### config.mk
export PLATFORM = sky130hd
export DESIGN_NAME = decode_issue
export DESIGN_NICKNAME = d
export VERILOG_FILES = /design/src/rtl/fde_pkg.sv /design/src/rtl/decode_regfile.sv /design/src/rtl/decode_issue.sv
export SDC_FILE = /design/constraint.sdc
export NUM_CORES = 2
export LEC_CHECK = 0
export BUFFER_PORTS_ARGS = -buffer_cell sky130_fd_sc_hd__buf_4
export CORE_MARGIN = 2
export CORE_UTILIZATION = 50
export DETAILED_ROUTE_END_ITERATION = 10
export HOLD_SLACK_MARGIN = 0.15
export PLACE_DENSITY_LB_ADDON = 0.12
export SLEW_MARGIN = 20
export SYNTH_ARGS = -nofsm -noshare
export SYNTH_HDL_FRONTEND = slang
export SYNTH_HIERARCHICAL = 1
export SYNTH_SLANG_ARGS = --single-unit
export TNS_END_PERCENT = 20
### constraint.sdc
create_clock -name clock -period 8.3 [get_ports clock]
set_clock_uncertainty 0.2 [all_clocks]
set_input_delay 1.245 -clock clock [delete_from_list [all_inputs] [get_ports clock]]
set_output_delay 1.245 -clock clock [all_outputs]
set_load 0.05 [all_outputs]
### src/rtl/fde_pkg.sv
`default_nettype none
// fde_pkg: opcodes, ID_EX bus layout and opcode classification shared by decode and execute.
// Rev 1.0
package fde_pkg;

   localparam logic [3:0] OP_ILL = 4'h0;
   localparam logic [3:0] OP_ADD = 4'h1;
   localparam logic [3:0] OP_SUB = 4'h2;
   localparam logic [3:0] OP_LDI = 4'h3;
   localparam logic [3:0] OP_SLL = 4'h4;
   localparam logic [3:0] OP_SRL = 4'h5;
   localparam logic [3:0] OP_AND = 4'h6;
   localparam logic [3:0] OP_OR  = 4'h7;
   localparam logic [3:0] OP_XOR = 4'h8;
   localparam logic [3:0] OP_BR  = 4'h9;
   localparam logic [3:0] OP_BNE = 4'hA;
   localparam logic [3:0] OP_MOV = 4'hB;
   localparam logic [3:0] OP_ADI = 4'hC;
   localparam logic [3:0] OP_MUL = 4'hD;
   localparam logic [3:0] OP_HLT = 4'hE;
   localparam logic [3:0] OP_NOP = 4'hF;

   localparam int ID_EX_W   = 181;
   localparam int IDX_PC    = 0;
   localparam int IDX_RSV   = 32;
   localparam int IDX_RTV   = 64;
   localparam int IDX_RD    = 96;
   localparam int IDX_IMM   = 112;
   localparam int IDX_OP    = 160;
   localparam int IDX_SHAMT = 176;

   typedef enum logic [0:0] {
      ST_RUN  = 1'b0,
      ST_HALT = 1'b1
   } state_t;

   function automatic logic is_writer(input logic [3:0] op);
      return op inside {OP_ADD, OP_SUB, OP_LDI, OP_SLL, OP_SRL, OP_AND, OP_OR,
                        OP_XOR, OP_MOV, OP_ADI, OP_MUL};
   endfunction

   function automatic logic is_reader(input logic [3:0] op);
      return op inside {OP_ADD, OP_SUB, OP_SLL, OP_SRL, OP_AND, OP_OR, OP_XOR,
                        OP_BNE, OP_MOV, OP_ADI, OP_MUL};
   endfunction

endpackage
`default_nettype wire

### src/rtl/decode_regfile.sv
`default_nettype none
// decode_regfile: 2R/1W register file, R0 hard-wired to zero.
// Rev 1.0 -- DECODE_BYPASS_EN forwards same-cycle write data to matching reads.
module decode_regfile
#(
   parameter int NREGS = 32,
   parameter int XLEN  = 32
) (
   input  logic            clk,
   input  logic            rst_n,
   input  logic [4:0]      i_rd_addr_a,
   output logic [XLEN-1:0] o_rd_data_a,
   input  logic [4:0]      i_rd_addr_b,
   output logic [XLEN-1:0] o_rd_data_b,
   input  logic            i_we,
   input  logic [4:0]      i_wr_addr,
   input  logic [XLEN-1:0] i_wr_data
);

   logic [XLEN-1:0] r_mem [NREGS];

   always_ff @(posedge clk or negedge rst_n) begin
      if (!rst_n) begin
         for (int i = 0; i < NREGS; i++) r_mem[i] <= '0;
      end else if (i_we && i_wr_addr != 5'd0) begin
         r_mem[i_wr_addr] <= i_wr_data;
      end
   end

   always_comb begin
      o_rd_data_a = (i_rd_addr_a == 5'd0) ? '0 : r_mem[i_rd_addr_a];
      o_rd_data_b = (i_rd_addr_b == 5'd0) ? '0 : r_mem[i_rd_addr_b];
`ifdef DECODE_BYPASS_EN
      if (i_we && i_wr_addr != 5'd0 && i_rd_addr_a == i_wr_addr) o_rd_data_a = i_wr_data;
      if (i_we && i_wr_addr != 5'd0 && i_rd_addr_b == i_wr_addr) o_rd_data_b = i_wr_data;
`endif
   end

endmodule
`default_nettype wire

### src/rtl/decode_issue.sv
`default_nettype none
// decode_issue: decode/issue stage, scoreboard RAW/WAW stall, registered ID_EX with valid/ready.
// Rev 1.0 -- option DECODE_BYPASS_EN: regfile write-through and same-edge scoreboard clear.
module decode_issue
   import fde_pkg::*;
#(
   parameter int NREGS = 32,
   parameter int XLEN  = 32
) (
   input  logic               clock,
   input  logic               reset,
   input  logic               instr_valid,
   output logic               instr_ready,
   input  logic [31:0]        instr,
   input  logic [31:0]        pc,
   output logic [ID_EX_W-1:0] ID_EX,
   output logic               id_valid,
   input  logic               id_ready,
   input  logic               wb_we,
   input  logic [4:0]         wb_addr,
   input  logic [XLEN-1:0]    wb_data,
   output logic               halted,
   output logic               illegal
);

   state_t             r_state, w_state_nxt;
   logic [NREGS-1:0]   r_sb, w_sb_set, w_sb_clr;
   logic [ID_EX_W-1:0] r_id_ex, w_id_ex;
   logic               r_id_valid, r_illegal;
   logic [3:0]         w_op;
   logic [4:0]         w_rd, w_rs, w_rt, w_shamt;
   logic [15:0]        w_imm;
   logic [XLEN-1:0]    w_rs_val, w_rt_val;
   logic               w_hazard, w_accept;

   assign w_op    = instr[31:28];
   assign w_rd    = instr[27:23];
   assign w_rs    = instr[22:18];
   assign w_rt    = instr[17:13];
   assign w_shamt = instr[12:8];
   assign w_imm   = instr[15:0];

   decode_regfile #(
      .NREGS (NREGS),
      .XLEN  (XLEN)
   ) u_regfile (
      .clk         (clock),
      .rst_n       (reset),
      .i_rd_addr_a (w_rs),
      .o_rd_data_a (w_rs_val),
      .i_rd_addr_b (w_rt),
      .o_rd_data_b (w_rt_val),
      .i_we        (wb_we),
      .i_wr_addr   (wb_addr),
      .i_wr_data   (wb_data)
   );

   assign w_hazard = (is_reader(w_op) && (r_sb[w_rs] || r_sb[w_rt])) ||
                     (is_writer(w_op) && r_sb[w_rd]);

   assign instr_ready = (r_state == ST_RUN) && (!r_id_valid || id_ready) && !w_hazard;
   assign w_accept    = instr_valid && instr_ready;

   assign w_sb_set = (w_accept && is_writer(w_op) && w_rd != 5'd0) ? (NREGS'(1) << w_rd) : '0;

`ifdef DECODE_BYPASS_EN
   assign w_sb_clr = (wb_we && wb_addr != 5'd0) ? (NREGS'(1) << wb_addr) : '0;
`else
   // Without write-through the clear trails the array write by one edge.
   logic       r_clr_vld;
   logic [4:0] r_clr_addr;

   always_ff @(posedge clock or negedge reset) begin
      if (!reset) begin
         r_clr_vld  <= 1'b0;
         r_clr_addr <= 5'd0;
      end else begin
         r_clr_vld  <= wb_we && wb_addr != 5'd0;
         r_clr_addr <= wb_addr;
      end
   end

   assign w_sb_clr = r_clr_vld ? (NREGS'(1) << r_clr_addr) : '0;
`endif

   always_comb begin
      w_id_ex                     = '0;
      w_id_ex[IDX_PC +: 32]       = pc;
      w_id_ex[IDX_RSV +: 32]      = w_rs_val;
      w_id_ex[IDX_RTV +: 32]      = w_rt_val;
      w_id_ex[IDX_RD +: 5]        = w_rd;
      w_id_ex[IDX_IMM +: 16]      = w_imm;
      w_id_ex[IDX_OP +: 4]        = (w_op == OP_ILL) ? OP_NOP : w_op;
      w_id_ex[IDX_SHAMT +: 5]     = w_shamt;
   end

   always_comb begin
      w_state_nxt = r_state;
      if (r_state == ST_RUN && w_accept && w_op == OP_HLT) w_state_nxt = ST_HALT;
   end

   always_ff @(posedge clock or negedge reset) begin
      if (!reset) r_state <= ST_RUN;
      else        r_state <= w_state_nxt;
   end

   always_ff @(posedge clock or negedge reset) begin
      if (!reset) begin
         r_id_ex    <= '0;
         r_id_valid <= 1'b0;
         r_sb       <= '0;
         r_illegal  <= 1'b0;
      end else begin
         // Set is OR-ed in after the clear so a same-edge set wins.
         r_sb <= (r_sb & ~w_sb_clr) | w_sb_set;
         if (w_accept) begin
            r_id_ex    <= w_id_ex;
            r_id_valid <= 1'b1;
            if (w_op == OP_ILL) r_illegal <= 1'b1;
         end else if (id_ready) begin
            r_id_valid <= 1'b0;
         end
      end
   end

   assign ID_EX    = r_id_ex;
   assign id_valid = r_id_valid;
   assign halted   = (r_state == ST_HALT);
   assign illegal  = r_illegal;

endmodule
`default_nettype wire

; Word-level counts from Yosys, hierarchy flattened
; Cells that the tools add are included.
[op_classes]
bitwise_logic = 7
addsub = 0
magnitude_cmp = 7
n_eq_ne = 13
div_mod_pow = 0
muxes = 22
reduce_logical = 25
shifts = 2
multipliers = 0
[ops]
columns = cell, n
row1 = $bwmux 1024, 1
row2 = $bmux 32 s5, 2
row3 = $mux 32, 9
row4 = $demux 32 s5, 1
row5 = $shl 1x5->32 const A, 2
row6 = $and 32x32->32, 1
row7 = $not 32->32, 1
row8 = $or 32x32->32, 1
row9 = $eq 4x4->1 const B, 6
row10 = $reduce_bool 11->1, 2
row11 = $ge 6x6->1 const B, 3
row12 = $lt 5x6->1 const B, 3
row13 = $not 5->6, 3
row14 = $eq 4x3->1 const B, 4
row15 = $bmux 1 s5, 3
row16 = $logic_and 1x1->1, 11
row17 = $logic_not 5->1, 2
row18 = $reduce_bool 5->1, 2
row19 = $eq 4x2->1 const B, 2
row20 = $lt 6x1->1 const B, 1
row21 = $mux 1, 5
row22 = $eq 4x1->1 const B, 1
row23 = $logic_not 4->1, 1
row24 = $mux 4, 1
row25 = 5 further kinds, 8
[word_totals]
output_inout_bits = 185
memories = 0
inputBits = 106
mem_bits_ro = 0
reg_bits = 1191
word_cells = 115
latch_bits = 0
mem_bits_rw = 0

; Depth between registers and ports, before layout
[depth]
ltp_word = 12
depth_mapped = 10
depth_no_buf = 6

; By module
; The synthesis kept the hierarchy.
[modules_own_cells]
columns = module, instances, area_per_inst_um2, cells_per_inst
row1 = decode_regfile, 1, 54478.5, 3667
row2 = decode_issue, 1, 7946.4, 664

; Worst setup path before layout
; No wires, ideal clock.
[synth_path]
path_kind = input to output
startpoint = in instr[18]
endpoint = out instr_ready
slack_ns = 3.838
path_buffers = 1
arrival_ns = 3.017
cell_stages = 6
required_ns = 6.855
cell_sequence = clkbuf_1 -> mux4_2 -> mux2i_1 -> o22ai_1 -> o41ai_2 -> o211a_1
[synth_via]
elab_chain_cells = 7
[synth_lines]
columns = item, line_no
row1 = from (decl), decode_issue.sv:14  ; input logic [31:0] instr,
row2 = $bmux 1 s5, decode_issue.sv:58  ; assign w_hazard = (is_reader(w_op) && (r_sb[w_rs] || r_sb[w_rt])) ||
row3 = $mux 1 (implied by the code), decode_issue.sv:58
row4 = $logic_or 1x1->1, decode_issue.sv:58
row5 = $logic_and 1x1->1, decode_issue.sv:58
row6 = $logic_or 1x1->1, decode_issue.sv:58
row7 = $logic_not 1->1, decode_issue.sv:61  ; assign instr_ready = (r_state == ST_RUN) && (!r_id_valid || id_ready) && !w_hazard;
row8 = $logic_and 1x1->1, decode_issue.sv:61
row9 = to (decl), decode_issue.sv:13  ; output logic instr_ready,
; Every way passes these cells. The select of a mux whose other input is x is not followed.

; Worst setup path after layout
[layout_path]
startpoint = in instr[20]
endpoint = out instr_ready
; Same word-level chain as after synthesis.

==> results.py <==
metrics = {
    "synthesis": {
        "yosysSeqAreaShare_pct": 47.5,
        "synthFlopType": "dfrtp_1",
        "synth_edf_count": 0,
        "synth_area_mm2": 0.0624,
        "synth_top_area_share_pct": 47.5,
        "ys_ff_latch": 1186,
        "syn_avg_cell_area_um2": 14.4,
        "postSynthCellCount": 4331,
        "synth_async_sr_flop_share_pct": 100,
        "synth.largest_area_cell": "dfrtp_1",
        "synth_cell_types": 63,
        "yosys-top-cells-area": "dfrtp_1 48%, mux2_2 19%, mux4_2 15%",
        "synth_warnings": 6,
    },
    "route": {
        "top_layer": "met5",
        "vias": 40800,
        "via_per_inst": 6.73,
        "wl_mm": 204,
        "ant_nets": 0,
        "wl_met3_mm": 16.3,
        "drt_iter0_markers": 4166,
        "wl_met1_mm": 86.5,
        "wire_per_inst_um": 33.6,
        "drc": 0,
        "drt_pass1_iterations": 5,
        "routed-wl-met2_mm": 93.0,
    },
    "cts": {
        "worstSkewPairLatency_ns": 0.78,
        "cts_root_buf": "clkbuf_16",
        "htree_levels": 4,
        "cts_tree": "yes",
        "cts_made_buffers": 136,
        "clk_pin_slew_ns": 0.06,
        "cts_buffer_depth": 3,
        "ctsResizeCount": 0,
        "post_cts_buffers": 0,
        "cts_hold_buffers": 0,
        "cts.sinks": 1186,
    },
    "finish": {
        "finalNetCount": 4417,
        "final_cell_mix": "1186 x dfrtp_1, 1077 x mux2_2, 417 x mux4_2",
        "layout_commonest_cell": "dfrtp_1",
        "fillCellCount": 9948,
        "ff_latch_area_mm2": 0.0297,
        "syn2layout_area_growth_pct": 11.3,
        "design_area_mm2": 0.0695,
        "final_core_util_pct": 56.1,
        "multiInputGateArea_mm2": 0.0305,
        "final_layout_size_suffix_gt1_share_pct": 47.1,
    },
    "global_routing": {
        "grt_pass1_vias": 40900,
        "grt.total_usage_pct": 32.0,
        "antenna_found_initial": 5,
        "grt.overflow.total": 0,
        "grt_pass1_wl_mm": 294,
        "grt_max_degree": 171,
    },
    "timing": {
        "hold_violations": 0,
        "setup_viol": 0,
        "rsz0062_at_grt": "false",
        "setup_ws_ns": 3.09,
        "worstMarginPinSlew_ns": 1.17,
        "slew_viol_final": 0,
        "setup_tns_ns": 0,
        "final.period_utilization_pct": 62.7,
        "period_needed_ns": 5.21,
        "fmax_ghz": 0.192,
        "slew_headroom_pct": 22.2,
    },
    "floorplanning": {
        "io-pin-count": 291,
        "initial_core_util_pct": 50.4,
        "die_x_um": 357,
        "core_area_mm2": 0.124,
        "die-area_mm2": 0.128,
        "rows": 129,
        "chipHeight_um": 357,
    },
    "pwr": {
        "p_leak_uw": 0.0309,
        "p_per_area_mw_per_mm2": 242,
        "ir_worst_vdd_mv": 0.252,
    },
    "critical_path": {
        "path_class": "input port to output port",
        "crit_arrival_ns": 3.76,
        "crit_path_max_fanout": 74,
        "crit_required_ns": 6.86,
        "worstSetupStartpointType": "input port",
        "cp-end-kind": "output port",
    },
    "placed_design": {
        "port_buffers": 235,
        "dp.final_hpwl_mm": 112,
        "pre_cts_ws_ns": 2.93,
        "dpl_cell_area_mm2": 0.0648,
        "gp_congestion": 0.855,
    },
    "run_status": {
        "status": "finished clean",
    },
    "run": {
        "cap_violations": 0,
    },
    "min_path": {
        "worstHoldPathType": "flop to flop",
    },
}
-- metal layers --
metal  global-route usage, %  vias to the layer above
li1                        -                    16400
met1                    45.2                    22000
met2                    49.0                     1883
met3                    6.89                      422
met4                    11.7                        4
met5                       0                        -
-- worst max-delay path, stage by stage --
cell and delay (ns):
clkbuf_8 0.59, mux4_2 0.59, a2bb2oi_1 0.14, nor4bb_1 0.17, o41ai_2 0.50, o211a_1 0.28, buf_4 0.22
-- cell type report --
cell class / instances / share of cell area (%)
multi-input combinational: 2664 / 44.0
clock buffer: 205 / 5.92
sequential: 1186 / 42.7
timing repair buffer: 315 / 3.67
clock inverter: 36 / 0.735
inverter: 8 / 0.0432
tap: 1637 / 2.95
antenna: 1 / 0.00360
-- sequential cells by signal (all words and copies together) (netlist names) --
register / cells
ID_EX: 121
halted: 1
id_valid: 1
illegal: 1
r_clr_addr: 5
r_clr_vld: 1
r_sb: 32
u_regfile/r_mem: 1024
-- report_power, final --
group          internal (uW)  switching (uW)  total (uW)
sequential              6770             788        7560
clock                   3760            2490        6250
combinational           1780            1250        3030
-- kinds of logic after synthesis --
kind of cell / share of synthesized area [%]
mux: 40.2
xor+xnor: 0.0281
compound gates: 4.96
other cells: 0.00601
flops: 47.5
simple gates: 2.84
buf+inv: 4.39
-- worst paths after layout --
| kind | from | end | cells past startpoint | slack (ns) |
|---|---|---|---|---|
| max reg2reg | r_sb[13] | ID_EX[28] | 8 | 4.97 |
| max | instr[20] | instr_ready | 7 | 3.09 |
| min in group asynchronous | reset | u_regfile/r_mem[734] | 1 | 0.28 |
| max in group asynchronous | reset | u_regfile/r_mem[24] | 3 | 5.80 |
| min | u_regfile/r_mem[1002] | u_regfile/r_mem[1002] | 0 | 0.20 |
| min reg2reg | u_regfile/r_mem[1002] | u_regfile/r_mem[1002] | 0 | 0.20 |
-- cell usage after synthesis (27+ instances only) --
cell,instances
buf_2,84
o22ai_1,48
o21ai_0,60
mux2_1,76
mux4_2,417
a21oi_1,37
dfrtp_1,1186
nor2_1,49
a211oi_1,54
clkbuf_1,247
buf_4,104
buf_6,29
mux2i_1,274
a22oi_1,69
mux2_2,1077
nand2_1,46
nor2b_1,59
nand3_1,42
buf_1,60
o221ai_1,27
a22o_1,55
nor3_1,59
-- through the flow --
stage	cells	hold slack, ns	power [uW]
2_1_floorplan	4385	0.241	9730
3_3_place_gp	5809	0.185	10600
3_5_place_dp	5809	0.187	10600
4_1_cts	6050	0.200	16900
5_1_grt	6051	0.207	17500
6_report	6052	0.202	16800
(Power assumes the default switching activity.)
